## config.mk

```make
export PLATFORM = sky130hd
export DESIGN_NAME = serial_frame_tx
export DESIGN_NICKNAME = d
export VERILOG_FILES = /design/src/rtl/serial_frame_tx.sv
export SDC_FILE = /design/constraint.sdc
export NUM_CORES = 1
export LEC_CHECK = 0
export BUFFER_PORTS_ARGS = -buffer_cell sky130_fd_sc_hd__clkbuf_2
export CORE_ASPECT_RATIO = 1.4
export CORE_MARGIN = 2
export CORE_UTILIZATION = 55
export DETAILED_ROUTE_END_ITERATION = 10
export PLACE_DENSITY_LB_ADDON = 0.1
export SLEW_MARGIN = 5
export SYNTH_ARGS = -nofsm -noshare
export SYNTH_HDL_FRONTEND = slang
export SYNTH_SLANG_ARGS = --single-unit
```

## constraint.sdc

```tcl
create_clock -name clk -period 2.4 [get_ports clk]
set_clock_uncertainty 0.2 [all_clocks]
set_input_delay 0.12 -clock clk [delete_from_list [all_inputs] [get_ports clk]]
set_output_delay 0.12 -clock clk [all_outputs]
set_load 0.1 [all_outputs]
```

## src/rtl/serial_frame_tx.sv

```systemverilog
// rtl/serial_frame_tx.sv - serial frame transmitter: start bit, LSB-first data, optional even parity (SERIAL_TX_PARITY_EN), two stop bits
module serial_frame_tx #(
  parameter int DATA_W     = 8,
  parameter int BIT_CYCLES = 4
) (
  input  logic              clk,
  input  logic              rst,
  input  logic              tx_valid,
  input  logic [DATA_W-1:0] tx_data,
  output logic              tx_ready,
  output logic              sout,
  output logic              busy,
  output logic              frame_done
);

  // Counter widths hold their own maximum value, never narrower than one bit.
  // bit_cnt must reach DATA_W-1 for data and 1 for the stop trailer.
  localparam int CYC_W = (BIT_CYCLES > 1) ? $clog2(BIT_CYCLES) : 1;
  localparam int BIT_W = (DATA_W > 2) ? $clog2(DATA_W) : 1;

  localparam logic [CYC_W-1:0] CYC_LAST  = CYC_W'(BIT_CYCLES - 1);
  localparam logic [BIT_W-1:0] DATA_LAST = BIT_W'(DATA_W - 1);
  localparam logic [BIT_W-1:0] STOP_LAST = BIT_W'(1);

  typedef enum logic [2:0] {
    S_IDLE  = 3'd0,
    S_START = 3'd1,
    S_DATA  = 3'd2,
    S_STOP  = 3'd3
`ifdef SERIAL_TX_PARITY_EN
    , S_PARITY = 3'd4
`endif
  } state_e;

  state_e            state_q, state_d;
  logic [CYC_W-1:0]  cyc_cnt_q, cyc_cnt_d;
  logic [BIT_W-1:0]  bit_cnt_q, bit_cnt_d;
  logic [DATA_W-1:0] shift_q, shift_d;
  logic              sout_q, sout_d;
  logic              done_q, done_d;
  logic              bit_end;
`ifdef SERIAL_TX_PARITY_EN
  logic              parity_q, parity_d;
`endif

  // Next-state logic; sout is derived from the next state so the line is registered
  always_comb begin
    state_d   = state_q;
    cyc_cnt_d = cyc_cnt_q;
    bit_cnt_d = bit_cnt_q;
    shift_d   = shift_q;
    done_d    = 1'b0;
    sout_d    = 1'b0;
    bit_end   = (cyc_cnt_q == CYC_LAST);
`ifdef SERIAL_TX_PARITY_EN
    parity_d  = parity_q;
`endif

    case (state_q)
      S_IDLE: begin
        if (tx_valid) begin
          state_d   = S_START;
          shift_d   = tx_data;
          cyc_cnt_d = '0;
          bit_cnt_d = '0;
`ifdef SERIAL_TX_PARITY_EN
          parity_d  = ^tx_data;
`endif
        end
      end
      S_START: begin
        if (bit_end) begin
          state_d   = S_DATA;
          cyc_cnt_d = '0;
        end else begin
          cyc_cnt_d = cyc_cnt_q + 1'b1;
        end
      end
      S_DATA: begin
        if (bit_end) begin
          cyc_cnt_d = '0;
          shift_d   = shift_q >> 1;
          if (bit_cnt_q == DATA_LAST) begin
            bit_cnt_d = '0;
`ifdef SERIAL_TX_PARITY_EN
            state_d   = S_PARITY;
`else
            state_d   = S_STOP;
`endif
          end else begin
            bit_cnt_d = bit_cnt_q + 1'b1;
          end
        end else begin
          cyc_cnt_d = cyc_cnt_q + 1'b1;
        end
      end
`ifdef SERIAL_TX_PARITY_EN
      S_PARITY: begin
        if (bit_end) begin
          state_d   = S_STOP;
          cyc_cnt_d = '0;
        end else begin
          cyc_cnt_d = cyc_cnt_q + 1'b1;
        end
      end
`endif
      S_STOP: begin
        if (bit_end) begin
          cyc_cnt_d = '0;
          if (bit_cnt_q == STOP_LAST) begin
            bit_cnt_d = '0;
            state_d   = S_IDLE;
            done_d    = 1'b1;
          end else begin
            bit_cnt_d = bit_cnt_q + 1'b1;
          end
        end else begin
          cyc_cnt_d = cyc_cnt_q + 1'b1;
        end
      end
      default: begin
        state_d   = S_IDLE;
        cyc_cnt_d = '0;
        bit_cnt_d = '0;
      end
    endcase

    case (state_d)
      S_START:  sout_d = 1'b1;
      S_DATA:   sout_d = shift_d[0];
`ifdef SERIAL_TX_PARITY_EN
      S_PARITY: sout_d = parity_d;
`endif
      default:  sout_d = 1'b0;
    endcase
  end

  // State, counters, shift register and registered outputs; reset drops the line at once
  always_ff @(posedge clk or posedge rst) begin
    if (rst) begin
      state_q   <= S_IDLE;
      cyc_cnt_q <= '0;
      bit_cnt_q <= '0;
      shift_q   <= '0;
      sout_q    <= 1'b0;
      done_q    <= 1'b0;
`ifdef SERIAL_TX_PARITY_EN
      parity_q  <= 1'b0;
`endif
    end else begin
      state_q   <= state_d;
      cyc_cnt_q <= cyc_cnt_d;
      bit_cnt_q <= bit_cnt_d;
      shift_q   <= shift_d;
      sout_q    <= sout_d;
      done_q    <= done_d;
`ifdef SERIAL_TX_PARITY_EN
      parity_q  <= parity_d;
`endif
    end
  end

  assign tx_ready   = (state_q == S_IDLE);
  assign busy       = (state_q != S_IDLE);
  assign sout       = sout_q;
  assign frame_done = done_q;

endmodule

```

Yosys cells after proc, flatten, opt, wreduce, memory -nomap -nowiden
Cells that the tools add are included.
Widths: inputs -> output; s select.
Word-level totals
  RAM bits: 0
  bits in registers: 18
  latch bits: 0
  memories kept: 0
  output and inout port bits: 4
  ROM bits: 0
  bits of input ports: 11
Operators by class
  multiplexer cells: 23
  bitwise operators: 1
  multiply operators: 0
  $add $sub $neg: 2
  divide/modulo/power cells: 0
  shift-type cells: 0
  reduce and logical (&&, ||, !) cells: 6
  magnitude comparators: 0
  equality and inequality tests: 11
Operator list (number)
  $mux 3: 11
  $pmux 3 s4: 2
  $mux 8: 2
  $pmux 8 s2: 1
  $eq 3x1->1 const B: 3
  $eq 3x2->1 const B: 3
  $ne 2x2->1 const B: 3
  $mux 2: 2
  $pmux 2 s2: 1
  $reduce_and 4->1: 1
  $add 3x1->3 const B: 1
  $eq 3x3->1 const B: 1
  $logic_not 3->1: 1
  $mux 1: 3
  $reduce_and 3->1: 1
  $reduce_bool 3->1: 1
  $reduce_or 3->1: 1
  $add 2x1->2 const B: 1
  $eq 2x2->1 const B: 1
  $pmux 1 s2: 1
  $reduce_bool 2->1: 1
  $not 1->1: 1

Logic depth before layout (Yosys ltp)
  depth in word-level cells: 6
  depth in mapped cells: 5
  mapped depth without buffers: 5

Least setup slack after synthesis
No wires, ideal clock.
  path type: register -> output
  start: register state_q[1]
  end: output port tx_ready
  data arrival time: 2227 ps
  path slack: -147 ps
  cell stages (with the launch flop): 5
  path buffers: 2
  cell sequence: dfrtp_1 -> buf_4 -> buf_2 -> or3_1 -> inv_1
On the way
  word-level cells in the longest chain between the ends: 1
RTL lines
  start: declaration: line 35  | state_e state_q, state_d;
  start signal: assignment: line 151  | state_q <= state_d;
  $logic_not 3->1: line 163  | assign tx_ready = (state_q == S_IDLE);
  end: declaration: line 10  | output logic tx_ready,
No other way between the ends.

Worst setup path in the final report
  start: register state_q[2]
  end: output port tx_ready
The elaborated chain is that of the path after synthesis.

==> reports/metrics.cfg <==
[sta]
rsz0062_at_grt = no
fmax_ghz = 0.4859
worst_slew_pin_slew_ns = 0.6746
period_share_pct = 85.75
setup-violations-final = 0
layout_min_cycle_time_ns = 2.058
finalHoldViolations = 0
slew_viol_final = 0
fin_setup_tns_ns = 0
relSlewSlack_pct = 54.98
setup_ws_ns = 0.3421

[grt]
grt.total_usage_pct = 19.93
grt_overflow = 0
grt_max_degree = 19
grt_pass1_wl_um = 3029
first_global_vias = 752
antenna_found_initial = 0

[logic_synthesis]
synth_top_area_share_pct = 43.90
mappedNetlistArea_um2 = 1026
ys_types = 38
yosysMostFrequentCell = dfrtp_1
yosys-top-cells-count = 18 x dfrtp_1, 11 x inv_1, 6 x a22oi_1, 6 x o21ai_1
synth_flop_cell = dfrtp_1
synth_edf_count = 0
synth_area_leaders = dfrtp_1 44%, ha_1 4.9%, a22oi_1 4.4%
synth-async-reset-ratio_pct = 100.0
synth_area_per_cell_um2 = 10.26
ys_seq_area_share_pct = 43.90
yosys.area.top_type = dfrtp_1
synth_seq_cells = 18
mappedNetlistNets = 115
synth_cells = 100
ys_warn_count = 0

[hold_path]
whs_path_depth = 4
hold_path_startpoint = tx_data[0]
hp-class = primary input to register
hold_end = shift_q[0]

[critical_path]
critPathSlowestCell = or3_2
required_ns = 2.08
reg2reg_slack_ns = 0.61
worstReg2RegStart = state_q[2]
cpPeakStageDelay_ns = 0.47
cp-start-kind = register
crit_buf_inv = 2
crit_chain = or3_2, clkinvlp_4, clkbuf_2
rr_worst_depth = 4
timing.rr.end = sout
cp_top_family = buffers and inverters
end_kind = primary output
worstSetupPathType = register to primary output
cp.arrival_ns = 1.74
path_max_fanout = 7

[clock_network]
cts-root-buf = clkbuf_4
numCtsBuffers = 3
clk_pin_slew_ns = 0.10
cts_setup_buffers = 0
clock_latency_ns = 0.28
cts_sinks = 18
cts_max_path_buffers = 2
htree_num_levels = 1
tritoncts = built

[placed_design]
placed_cell_area_um2 = 1115
hpwlAfterDp_um = 1303
dpl_worst_slack_ns = 0.6252
routabilityCongestion = 0.7458
portBuffers = 14

[drt]
ant_nets = 0
drt_pass1_iterations = 4
drt_iter0_markers = 12
wirelength_um = 1902
wl_per_cell_um = 13.21
vias = 808
routed_via_density = 5.611
drc = 0

[layout]
finish.instance_area_um2 = 1227
multi_input_comb_area_um2 = 501.7
drive_above_1_share_pct = 26.61
syn_to_final_growth_pct = 19.63
num_antenna_cells = 0
ff_latch_area_um2 = 450.4
nNetsFinal = 141
num-fill-cells = 140

[pwr]
p_total_w = 0.0006418
power_leakage_nw = 0.5659
power_density_nw_per_um2 = 522.8
ir_drop_mv = 0.4055

[die]
core_um2 = 1757
placementRows = 18
die-width_um = 40.50
ios = 15
die_area_um2 = 2232
die_y_um = 55.11
start_util_pct = 58.40

[run]
cap_violations = 0

[status]
status = finished clean

## placed cells by master, fill, tap and decap left out, drive strengths merged
cell and count:
nand4b 1, mux2 1, o21ai 9, or4b 1, nand2 4, nand3b 3
clkbuf 17, dlygate4sd3 9, nor2 4, mux2i 2, a22oi 6, a21oi 5
nand4bb 1, or2b 1, dfrtp 18, o2111ai 2, nand2b 3, a211oi 1
or2 2, nor3 1, a21o 3, o221ai 1, nor2b 1, buf 3
inv 10, nor4b 1, clkinvlp 1, o41ai 1, a211o 1, o211ai 1
or3 2, or3b 1, ha 4, conb 1, and4bb 1, nor3b 1
## per-layer routing
metal / up-vias / GRT usage, % / wire length [µm]
met3: 2 / 2.400 / 39
met2: 10 / 35.19 / 974
met4: 0 / 8.333 / 14
met1: 390 / 23.39 / 873
li1: 406 / - / -
met5: - / 0 / 0
## cell families after synthesis
kind of cell             Yosys count  share of synthesized area (%)
adder cells (fa/ha/maj)            4                          4.878
AO/OA/AOI/OAI                     30                          20.37
flip-flops                        18                          43.90
buffers and inverters             16                          7.317
multiplexers                       3                          3.049
AND/OR/NAND/NOR                   28                          20.12
other                              1                         0.3655
## repair_timing
| item | 4_1_cts | 5_1_grt |
|---|---|---|
| hold buffers | 9 | 0 |
| resized for setup | 0 | 0 |
| hold endpoints to repair | 27 | 0 |
| endpoints found under the setup margin | 0 | 0 |
## area by class of cell
| class | count | share of cell area, % |
|---|---|---|
| repair buffers | 26 | 14.88 |
| flip-flops and latches | 18 | 36.70 |
| clock buffers | 3 | 1.835 |
| multi-input cells | 66 | 40.88 |
| well taps | 20 | 2.039 |
| inverters | 11 | 3.670 |
## tightest hold or removal path, cell delays in order
cell and delay (ns):
clkbuf_2 0.08, or4b_1 0.11, a21oi_2 0.07, nor2_1 0.09
## metrics by stage
stage,hold WS (ns),utilization (%),std cells
final,0.01740,69.87,144
after global placement,0.03120,63.46,132
after floorplan,-0.1414,-,100
after CTS,0.01407,69.87,144
after detailed placement,0.03609,63.46,132
after global routing,0.02929,69.87,144
## where the power goes
| group | leakage, nW | switching, W | internal (W) |
|---|---|---|---|
| Clock | 0.0138 | 0.0000864 | 0.0000582 |
| Combinational | 0.319 | 0.0000875 | 0.0000580 |
| Sequential | 0.234 | 0.0000181 | 0.000334 |
| Total | 0.566 | 0.000192 | 0.000450 |
## worst max-delay path by stage
| stage | start | to | slack [ns] | depth (start not counted) |
|---|---|---|---|---|
| finish | state_q[2] | tx_ready | 0.34 | 3 |
| global route | state_q[2] | tx_ready | 0.27 | 3 |
| floorplan | state_q[1] | tx_ready | 0.19 | 4 |
| CTS | state_q[2] | tx_ready | 0.33 | 3 |
| global placement | state_q[2] | sout | 0.64 | 4 |
| detailed placement | state_q[2] | sout | 0.63 | 4 |
## state kept, by name (all words and copies together), names as in the netlist
signal and flops:
sout 1, state_q 3, shift_q 8, bit_cnt_q 3
cyc_cnt_q 2, frame_done 1
(Power assumes the default switching activity.)
